===== src/rtl/updown_counter_n.sv =====
// updown_counter_n: synchronous, parametrised up/down counter with a modulus.
// It supports clear, clamped load, wrap or saturate modes, and status flags:
// tc (combinational), plus registered wrap, match and sticky sat.
module updown_counter_n #(
  parameter int unsigned WIDTH    = 8,
  parameter int unsigned MAX      = 2**WIDTH-1,
  parameter int unsigned SATURATE = 0
) (
  input  logic             clk,
  input  logic             rst,
  input  logic             clr,
  input  logic             load,
  input  logic [WIDTH-1:0] din,
  input  logic             en,
  input  logic             up,
  input  logic [WIDTH-1:0] cmp,
  output logic [WIDTH-1:0] q,
  output logic [WIDTH-1:0] qb,
  output logic             tc,
  output logic             wrap,
  output logic             match,
  output logic             sat
);

  localparam logic [WIDTH-1:0] MAX_V  = WIDTH'(MAX);
  localparam logic [WIDTH-1:0] ZERO_V = {WIDTH{1'b0}};
  localparam logic [WIDTH-1:0] ONE_V  = WIDTH'(1);
  localparam logic             SAT_MODE = (SATURATE != 0);

  logic [WIDTH-1:0] q_r;
  logic             wrap_r;
  logic             sat_r;
  logic             match_r;

  logic [WIDTH-1:0] q_next_s;
  logic             wrap_next_s;
  logic             sat_next_s;
  logic             at_top_s;
  logic             at_bottom_s;

  // Out-of-range values (above MAX) behave like the top boundary when counting up.
  assign at_top_s    = (q_r >= MAX_V);
  assign at_bottom_s = (q_r == ZERO_V);

  // Next-state selection with priority clr > load > en.
  always_comb begin
    q_next_s    = q_r;
    wrap_next_s = 1'b0;
    sat_next_s  = sat_r;
    if (clr) begin
      q_next_s   = ZERO_V;
      sat_next_s = 1'b0;
    end else if (load) begin
      q_next_s   = (din > MAX_V) ? MAX_V : din;
      sat_next_s = 1'b0;
    end else if (en) begin
      if (up) begin
        if (at_top_s) begin
          if (SAT_MODE) begin
            sat_next_s = 1'b1;
          end else begin
            q_next_s    = ZERO_V;
            wrap_next_s = 1'b1;
          end
        end else begin
          q_next_s = q_r + ONE_V;
        end
      end else begin
        if (at_bottom_s) begin
          if (SAT_MODE) begin
            sat_next_s = 1'b1;
          end else begin
            q_next_s    = MAX_V;
            wrap_next_s = 1'b1;
          end
        end else begin
          q_next_s = q_r - ONE_V;
        end
      end
    end else begin
      q_next_s = q_r;
    end
  end

  // State and flag registers; match tracks the value being written into q.
  always_ff @(posedge clk or posedge rst) begin
    if (rst) begin
      q_r     <= ZERO_V;
      wrap_r  <= 1'b0;
      sat_r   <= 1'b0;
      match_r <= 1'b0;
    end else begin
      q_r     <= q_next_s;
      wrap_r  <= wrap_next_s;
      sat_r   <= sat_next_s;
      match_r <= (q_next_s == cmp);
    end
  end

  // Terminal count looks at the live direction and enable, not the mode.
  always_comb begin
    tc = 1'b0;
    if (en) begin
      tc = up ? (q_r == MAX_V) : (q_r == ZERO_V);
    end else begin
      tc = 1'b0;
    end
  end

  assign q     = q_r;
  assign qb    = ~q_r;
  assign wrap  = wrap_r;
  assign match = match_r;
  assign sat   = sat_r;

endmodule


===== config.mk =====
export PLATFORM = sky130hd
export DESIGN_NAME = updown_counter_n
export DESIGN_NICKNAME = d
export VERILOG_FILES = /design/src/rtl/updown_counter_n.sv
export SDC_FILE = /design/constraint.sdc
export NUM_CORES = 1
export LEC_CHECK = 0
export CORE_UTILIZATION = 45
export DETAILED_ROUTE_END_ITERATION = 16
export PLACE_DENSITY = 0.81
export SYNTH_ARGS = -nofsm -noshare
export SYNTH_HDL_FRONTEND = slang
export SYNTH_SLANG_ARGS = --single-unit

===== constraint.sdc =====
create_clock -name clk -period 2.9 [get_ports clk]
set_clock_uncertainty 0.15 [all_clocks]
set_input_delay 0.29 -clock clk [delete_from_list [all_inputs] [get_ports clk]]
set_output_delay 0.29 -clock clk [all_outputs]
set_load 0.02 [all_outputs]

==> out/qor_table.md, run 1 <==
| Quantity | Reported |
|---|---|
| Clock latency at the later pin of the worst-skew pair | 270 ps |
| Global-route usage over all layers | 29.63% |
| Post-Synthesis Cells | 153 |
| Post-layout utilization of the core | 67.78% |
| Average instance area after synthesis | 7.712 sq um |
| DRT Wirelength | 3685 um |
| Kind of critical path | in -> reg |
| Drt wl/cell | 16.31 um |
| Pin count of the biggest net entering global routing | 13 |
| Remaining max-slew budget at the tightest pin | 66.69% |
| Crit path required time | 2950 ps |
| Endpoint type of the worst setup path | register |
| First-pass GRT wire length | 5858 um |
| Tightest Pin Transition | 487.0 ps |
| Highest layer used for signal routing | met4 |
| DRT met1 WL | 1565 um |
| Final Critical Period | 2465 ps |
| Maximum fanout along the worst path | 12 |
| Floorplan Core Area | 2477 sq um |
| Initial core utilization | 47.63% |
| Min setup slack post-route | 435.1 ps |
| Diodes inserted | 0 |
| Port Buffer Count | 40 |
| Cell area after placement | 1620 sq um |
| Register-to-Register Setup Slack | 490 ps |
| Vias in the first global route | 1291 |
| Sum of met3 wire segment lengths after detailed routing | 226 um |
| Nets | 222 |
| Final hold violations | 0 |
| Number of hold-repair buffers added at the cts stage | 0 |
| Count of yosys warnings during synthesis | 0 |
| Number of rows in the core area | 18 |
| Share of final-layout standard cells stronger than drive strength 1 | 11.73% |
| Leakage | 0.6663 nW |
| DIE AREA | 2831 sq um |
| Share of flip-flops with an asynchronous set or reset after synthesis | 100.0% |
| WP data arrival | 2510 ps |
| H-tree level count | 1 |
| Endpoints failing setup | 0 |
| Number of CTS-inserted buffers | 3 |
| Startpoint types | input pin |
| Post-route standard cell area excluding fillers | 1679 sq um |
| Sequential-to-total area share from yosys stat | 21.21% |
| Layout area overhead | 42.31% |
| Number of nets in the synthesized netlist | 178 |
| Remaining design rule violation count | 0 |
| Fillers | 221 |
| Number of iterations in the first detailed-routing pass | 4 |
| Worst hold margin | 132.2 ps |
| Count of pins on the block boundary | 42 |
| R2r endpoint | match |
| Sinks on Clock Net | 10 |
| Top_reg_cell synth | dfrtp_1 |
| Clock tree from TritonCTS | built |
| Logic depth of the worst register-to-register path | 9 |
| Buffer type at the clock tree root | clkbuf_4 |
| Setup total negative slack | 0 ps |
| Initial antenna violation count | 0 |
| Pins over their slew limit | 0 |
| Remaining antenna violation count | 0 |
| Number of flops mapped to enable cells by yosys | 0 |
| Clock transition at the register clock pins on the worst setup and hold paths after CTS | 60 ps |
| Estimated wirelength of the detail-placed design | 2864 um |
| Die Wd | 53.21 um |
| Seq cells post-synth | 10 |
| Wire length on met2 | 1760 um |
| Number of distinct library cells after synthesis | 53 |
| Source of the worst register-to-register timing path | q[0] |
| Summed instance area of the synthesized netlist | 1180 sq um |
| Die span in y | 53.21 um |
| RePlAce Congestion | 0.9071 |
| Via-to-Cell Ratio | 6.058 |
| Final clock period utilization by the worst path | 85.00% |
| Worst Hold Class | in -> async |
| Maximum clock frequency | 405.7 MHz |
| Result of the run | complete, no violations |
| Worst supply voltage drop on vdd | 446.6 uV |
| Max-cap violations | 0 |
| Setup repair after global routing missed its margin | false |
| Number of design-rule violations left by the first detailed-router iteration | 74 |
| Origin of the worst setup path | load |
| PD cells | 335.8 nW/um^2 |
| Pre-CTS setup slack | 187.9 ps |
| Total via count after detailed routing | 1369 |
| Global route overflow | 0 |
| Number of buffers on the longest clock path | 2 |
metrics by stage:
step	power, W	std cells
floorplan	0.0003265	153
global placement	0.0004283	220
detailed placement	0.0004317	220
CTS	0.0005596	224
global route	0.0005936	226
finish	0.0005638	226
routing by layer:
metal  up-vias  global-route usage (%)
li1        646                       -
met1       646                   40.25
met2        64                   45.63
met3        13                   3.448
met4         0                   14.91
met5         -                       0
synthesized netlist by cell type (2+ instances only):
cell,instances,area (sq um)
a31oi_1,2,12.51
a211oi_1,3,22.52
nand3_1,4,20.02
nor2b_1,2,12.51
nor3_1,6,30.03
nor4_1,2,12.51
inv_1,11,41.29
xnor2_1,9,78.83
o21ai_0,7,35.03
clkbuf_1,3,11.26
nand2_1,11,41.29
buf_2,6,30.03
mux2i_1,4,40.04
o211ai_1,2,15.01
o2111ai_1,2,17.52
dfrtp_1,10,250.2
nor2_1,13,48.80
nor3b_1,3,22.52
buf_4,2,15.01
nand4_1,5,31.28
a21boi_0,2,15.01
a21oi_1,11,55.05
ha_1,3,37.54
what timing repair did:
item,in CTS,in global routing
buffers inserted,0,2
resized for setup,0,2
endpoints found under the setup margin,0,1
cells by family after synthesis:
kind of cell             after synthesis  synth area share (%)
AO/OA/AOI/OAI                         44                 27.36
XOR/XNOR                              10                 8.060
adder cells (fa/ha/maj)                3                 3.182
buffers and inverters                 25                 9.967
flip-flops                            10                 21.21
multiplexers                           4                 3.394
other                                  1                0.3178
AND/OR/NAND/NOR                       56                 26.51
where the power goes:
part | internal, W | leakage (nW) | total (W) | switching (W)
Sequential | 0.000149 | 0.132 | 0.000166 | 0.0000176
Clock | 0.0000762 | 0.0210 | 0.000123 | 0.0000471
Combinational | 0.000131 | 0.513 | 0.000274 | 0.000143
Total | 0.000356 | 0.666 | 0.000564 | 0.000208
flip-flops by register name, summed over array words and instances (netlist names):
register / flops
q: 8
wrap: 1
match: 1
cell usage in the layout (no fill, tap or decap), drive strengths merged, types with 4 or more instances in the layout:
cell type / synthesis / layout
o21ai: 7 / 7
buf: 9 / 12
nand3: 4 / 4
dfrtp: 10 / 10
inv: 12 / 12
nor2: 13 / 13
xnor2: 10 / 10
mux2i: 4 / 4
nand2: 11 / 11
clkdlybuf4s50: 0 / 39
nor3: 7 / 7
clkbuf: 4 / 4
nand4: 5 / 5
a21oi: 11 / 11
critical path, cell delays in order:
cell and delay (ps):
clkdlybuf4s50_1 750, buf_4 250, nand2b_1 140, nor4_1 60, buf_4 150, a2111oi_0 500
nand4_1 190, nor3_2 170
cell type report:
cell class | count | area (sq um) | share of cell area (%)
flip-flops and latches | 10 | 250.2 | 14.90
clock buffers | 4 | 36.28 | 2.161
repair buffers | 52 | 493.0 | 29.36
inverters | 12 | 45.04 | 2.683
well taps | 30 | 37.54 | 2.235
multi-input cells | 118 | 817.0 | 48.66
how the worst max path moves through the flow:
stage            end  slack (ps)  cells past startpoint
4_1_cts           tc          90                      6
6_report       match         440                      8
3_5_place_dp   match         190                      8
2_1_floorplan  match         350                     10
3_3_place_gp   match         260                      8
5_1_grt        match         310                      9
Note: power is estimated with default switching activity, not from simulation.
==> inputs of run 2 (changes only) <==
Clock period 2.9 ns to 2.4 ns, I/O delays scaled along.
==> run 2 against run 1 <==
- non-clock buffer count rose by 29
- clock power is essentially flat
- count of clock-buffer cells in the layout did not move
- core utilization up 10 points
- final area rose by 15%
- sequential power increased by 19%
- critical path depth increased by 3
- via count is 12% higher
- sequential share of layout area is 1.9 points lower
- largest cell class unchanged
==> out/qor_table.md, run 2 (synthesized netlist as in run 1, its figures left out) <==
| Quantity | Reported | Delta |
|---|---|---|
| Max FFs per register | 8 | unchanged |
| WP data arrival | 2350 ps | -160 ps |
| Clock transition at the register clock pins on the worst setup and hold paths after CTS | 70 ps | about the same |
| Max-cap violations | 0 | unchanged |
| Estimated wirelength of the detail-placed design | 3552 um | +24% |
| Share of final-layout standard cells stronger than drive strength 1 | 26.67% | +15 points |
| Pin count of the biggest net entering global routing | 11 | -2 |
| Worst supply voltage drop on vdd | 408.3 uV | -8.6% |
| Number of iterations in the first detailed-routing pass | 4 | unchanged |
| Number of design-rule violations left by the first detailed-router iteration | 86 | +16% |
| Switching power of the nets | 0.0002812 W | +35% |
| Layout area overhead | 63.63% |  |
| Fraction of power consumed by the clock network | 16.6% | -5.3 points |
| H-tree level count | 1 | unchanged |
| Source of the worst register-to-register timing path | q[1] |  |
| Count of pins on the block boundary | 42 | unchanged |
| Final Critical Period | 2313 ps |  |
| Drt wl/cell | 18.31 um | +12% |
| Total via count after detailed routing | 1539 | +12% |
| Via-to-Cell Ratio | 6.035 | -0.37% |
| Port Buffer Count | 40 | unchanged |
| Final clock period utilization by the worst path | 96.38% |  |
| Clock tree from TritonCTS | built |  |
| Worst hold margin | 89.96 ps | -42.27 ps |
| Global route overflow | 0 | unchanged |
| First-pass GRT wire length | 6865 um | +17% |
| Maximum clock frequency | 432.3 MHz |  |
| Number of rows in the core area | 18 | unchanged |
| Logic depth of the worst register-to-register path | 11 | +2 |
| Vias in the first global route | 1427 | +11% |
| Kind of critical path | reg -> reg |  |
| PD cells | 378.9 nW/um^2 | +13% |
| Worst Hold Class | in -> async |  |
| Leakage | 0.7830 nW | +18% |
| DRT Wirelength | 4668 um | +27% |
| Register-to-Register Setup Slack | 90 ps | -400 ps |
| Sinks on Clock Net | 10 | unchanged |
| Final hold violations | 0 | unchanged |
| Setup repair after global routing missed its margin | false |  |
| RePlAce Congestion | 1.013 | +12% |
| Number of buffers on the longest clock path | 2 | unchanged |
| Cell Count, Final, Fillers Out | 255 | +13% |
| Top library cells by usage in the layout, fill and taps aside | 41 x buf_4, 39 x clkdlybuf4s50_1, 13 x nor2_1 |  |
| Crit path required time | 2430 ps | -520 ps |
| Endpoint type of the worst setup path | register |  |
| Remaining design rule violation count | 0 | unchanged |
| Share of total power consumed by net switching | 38.44% | +1.5 points |
| Most common cell after layout, fill and taps aside | buf_4 |  |
| Pins over their slew limit | 0 | unchanged |
| Nets | 251 | +13% |
| Initial core utilization | 47.63% | unchanged |
| Logic gate share of total power | 56.3% | +7.6 points |
| Post-layout utilization of the core | 77.93% | +10 points |
| Result of the run | complete, no violations |  |
| Endpoints failing setup | 0 | unchanged |
| Pre-CTS setup slack | -110.6 ps | -298.5 ps |
| Buffer type at the clock tree root | clkbuf_4 |  |
| Number of CTS-inserted buffers | 3 | unchanged |
| Global-route usage over all layers | 35.03% | +5.4 points |
| Floorplan Core Area | 2477 sq um | unchanged |
| Startpoint types | register |  |
| Remaining antenna violation count | 0 | unchanged |
| Internal power component | 0.0004503 W | +27% |
| Min setup slack post-route | 86.84 ps | -348.2 ps |
| Diodes inserted | 0 | unchanged |
| DIE AREA | 2831 sq um | unchanged |
| Total power | 0.0007316 W | +30% |
| R2r endpoint | match |  |
| Placed cell count | 250 | +14% |
| Die Wd | 53.21 um | unchanged |
| Clock latency at the later pin of the worst-skew pair | 270 ps | about the same |
| Die span in y | 53.21 um | unchanged |
| Initial antenna violation count | 0 | unchanged |
| Maximum fanout along the worst path | 3 | -9 |
| Sequential group share of total power | 27.1% | -2.4 points |
[run 2: cell count changes in the layout (fill, tap and decap cells not counted), sizes merged]
| cell | delta |
|---|---|
| dlymetal6s2s | -1 |
| clkbuf | +1 |
| buf | +29 |
[run 2: worst max path at each step]
| stage | start | endpoint | slack (ps) | depth (start not counted) |
|---|---|---|---|---|
| after floorplan | q[1] | match | 10 | 10 |
| after global placement | clr | match | -40 | 8 |
| after detailed placement | clr | match | -110 | 8 |
| after CTS | q[1] | match | 10 | 11 |
| after global routing | q[0] | match | 8 | 11 |
| final | q[1] | match | 90 | 11 |
[run 2: cell type report]
type / count / area [sq um]
repair buffers: 81 / 703.2
clock buffers: 4 / 26.28
flip-flops and latches: 10 / 251.5
inverters: 12 / 45.04
multi-input cells: 118 / 867.1
well taps: 30 / 37.54
fillers: 180 / 546.8
[run 2: worst max-delay path, stage by stage (launching register included)]
cell and delay [ps]:
dfrtp_1 370, inv_1 80, buf_4 140, ha_2 200, mux2i_4 170, o21ai_1 90
nor3b_2 160, o32ai_2 300, buf_4 170, xnor2_1 120, nand4_1 120, nor3_2 160
[run 2: repair_timing]
| action | in CTS | in global routing |
|---|---|---|
| hold buffers | 0 | 0 |
| endpoints found under the setup margin | 2 | 2 |
| gates cloned | 0 | 0 |
| gates resized for setup | 6 | 9 |
| buffers inserted | 1 | 0 |
| pin swaps | 1 | 3 |
[run 2: power groups by stage]
stage               combinational [W]  sequential (W)  clock, W
floorplan                    0.000188        0.000207         0
global placement             0.000374        0.000200         0
detailed placement           0.000384        0.000200         0
CTS                          0.000396        0.000198  0.000122
global route                 0.000436        0.000199  0.000133
finish                       0.000412        0.000198  0.000121
[run 2: per-stage QoR]
stage / instance area, sq um / TNS, ps
after detailed placement: 1847 / -115.8
final: 1931 / 0
after global routing: 1931 / 0
after floorplan: 1184 / 0
after global placement: 1847 / -40.77
after CTS: 1904 / 0
[run 2: routing by layer]
metal | up-vias | wire [um] | GRT usage [%]
li1 | 701 | - | -
met1 | 713 | 1794 | 44.41
met2 | 109 | 2346 | 58.75
met3 | 16 | 422 | 5.460
met4 | 0 | 105 | 13.16
met5 | - | 0 | 0
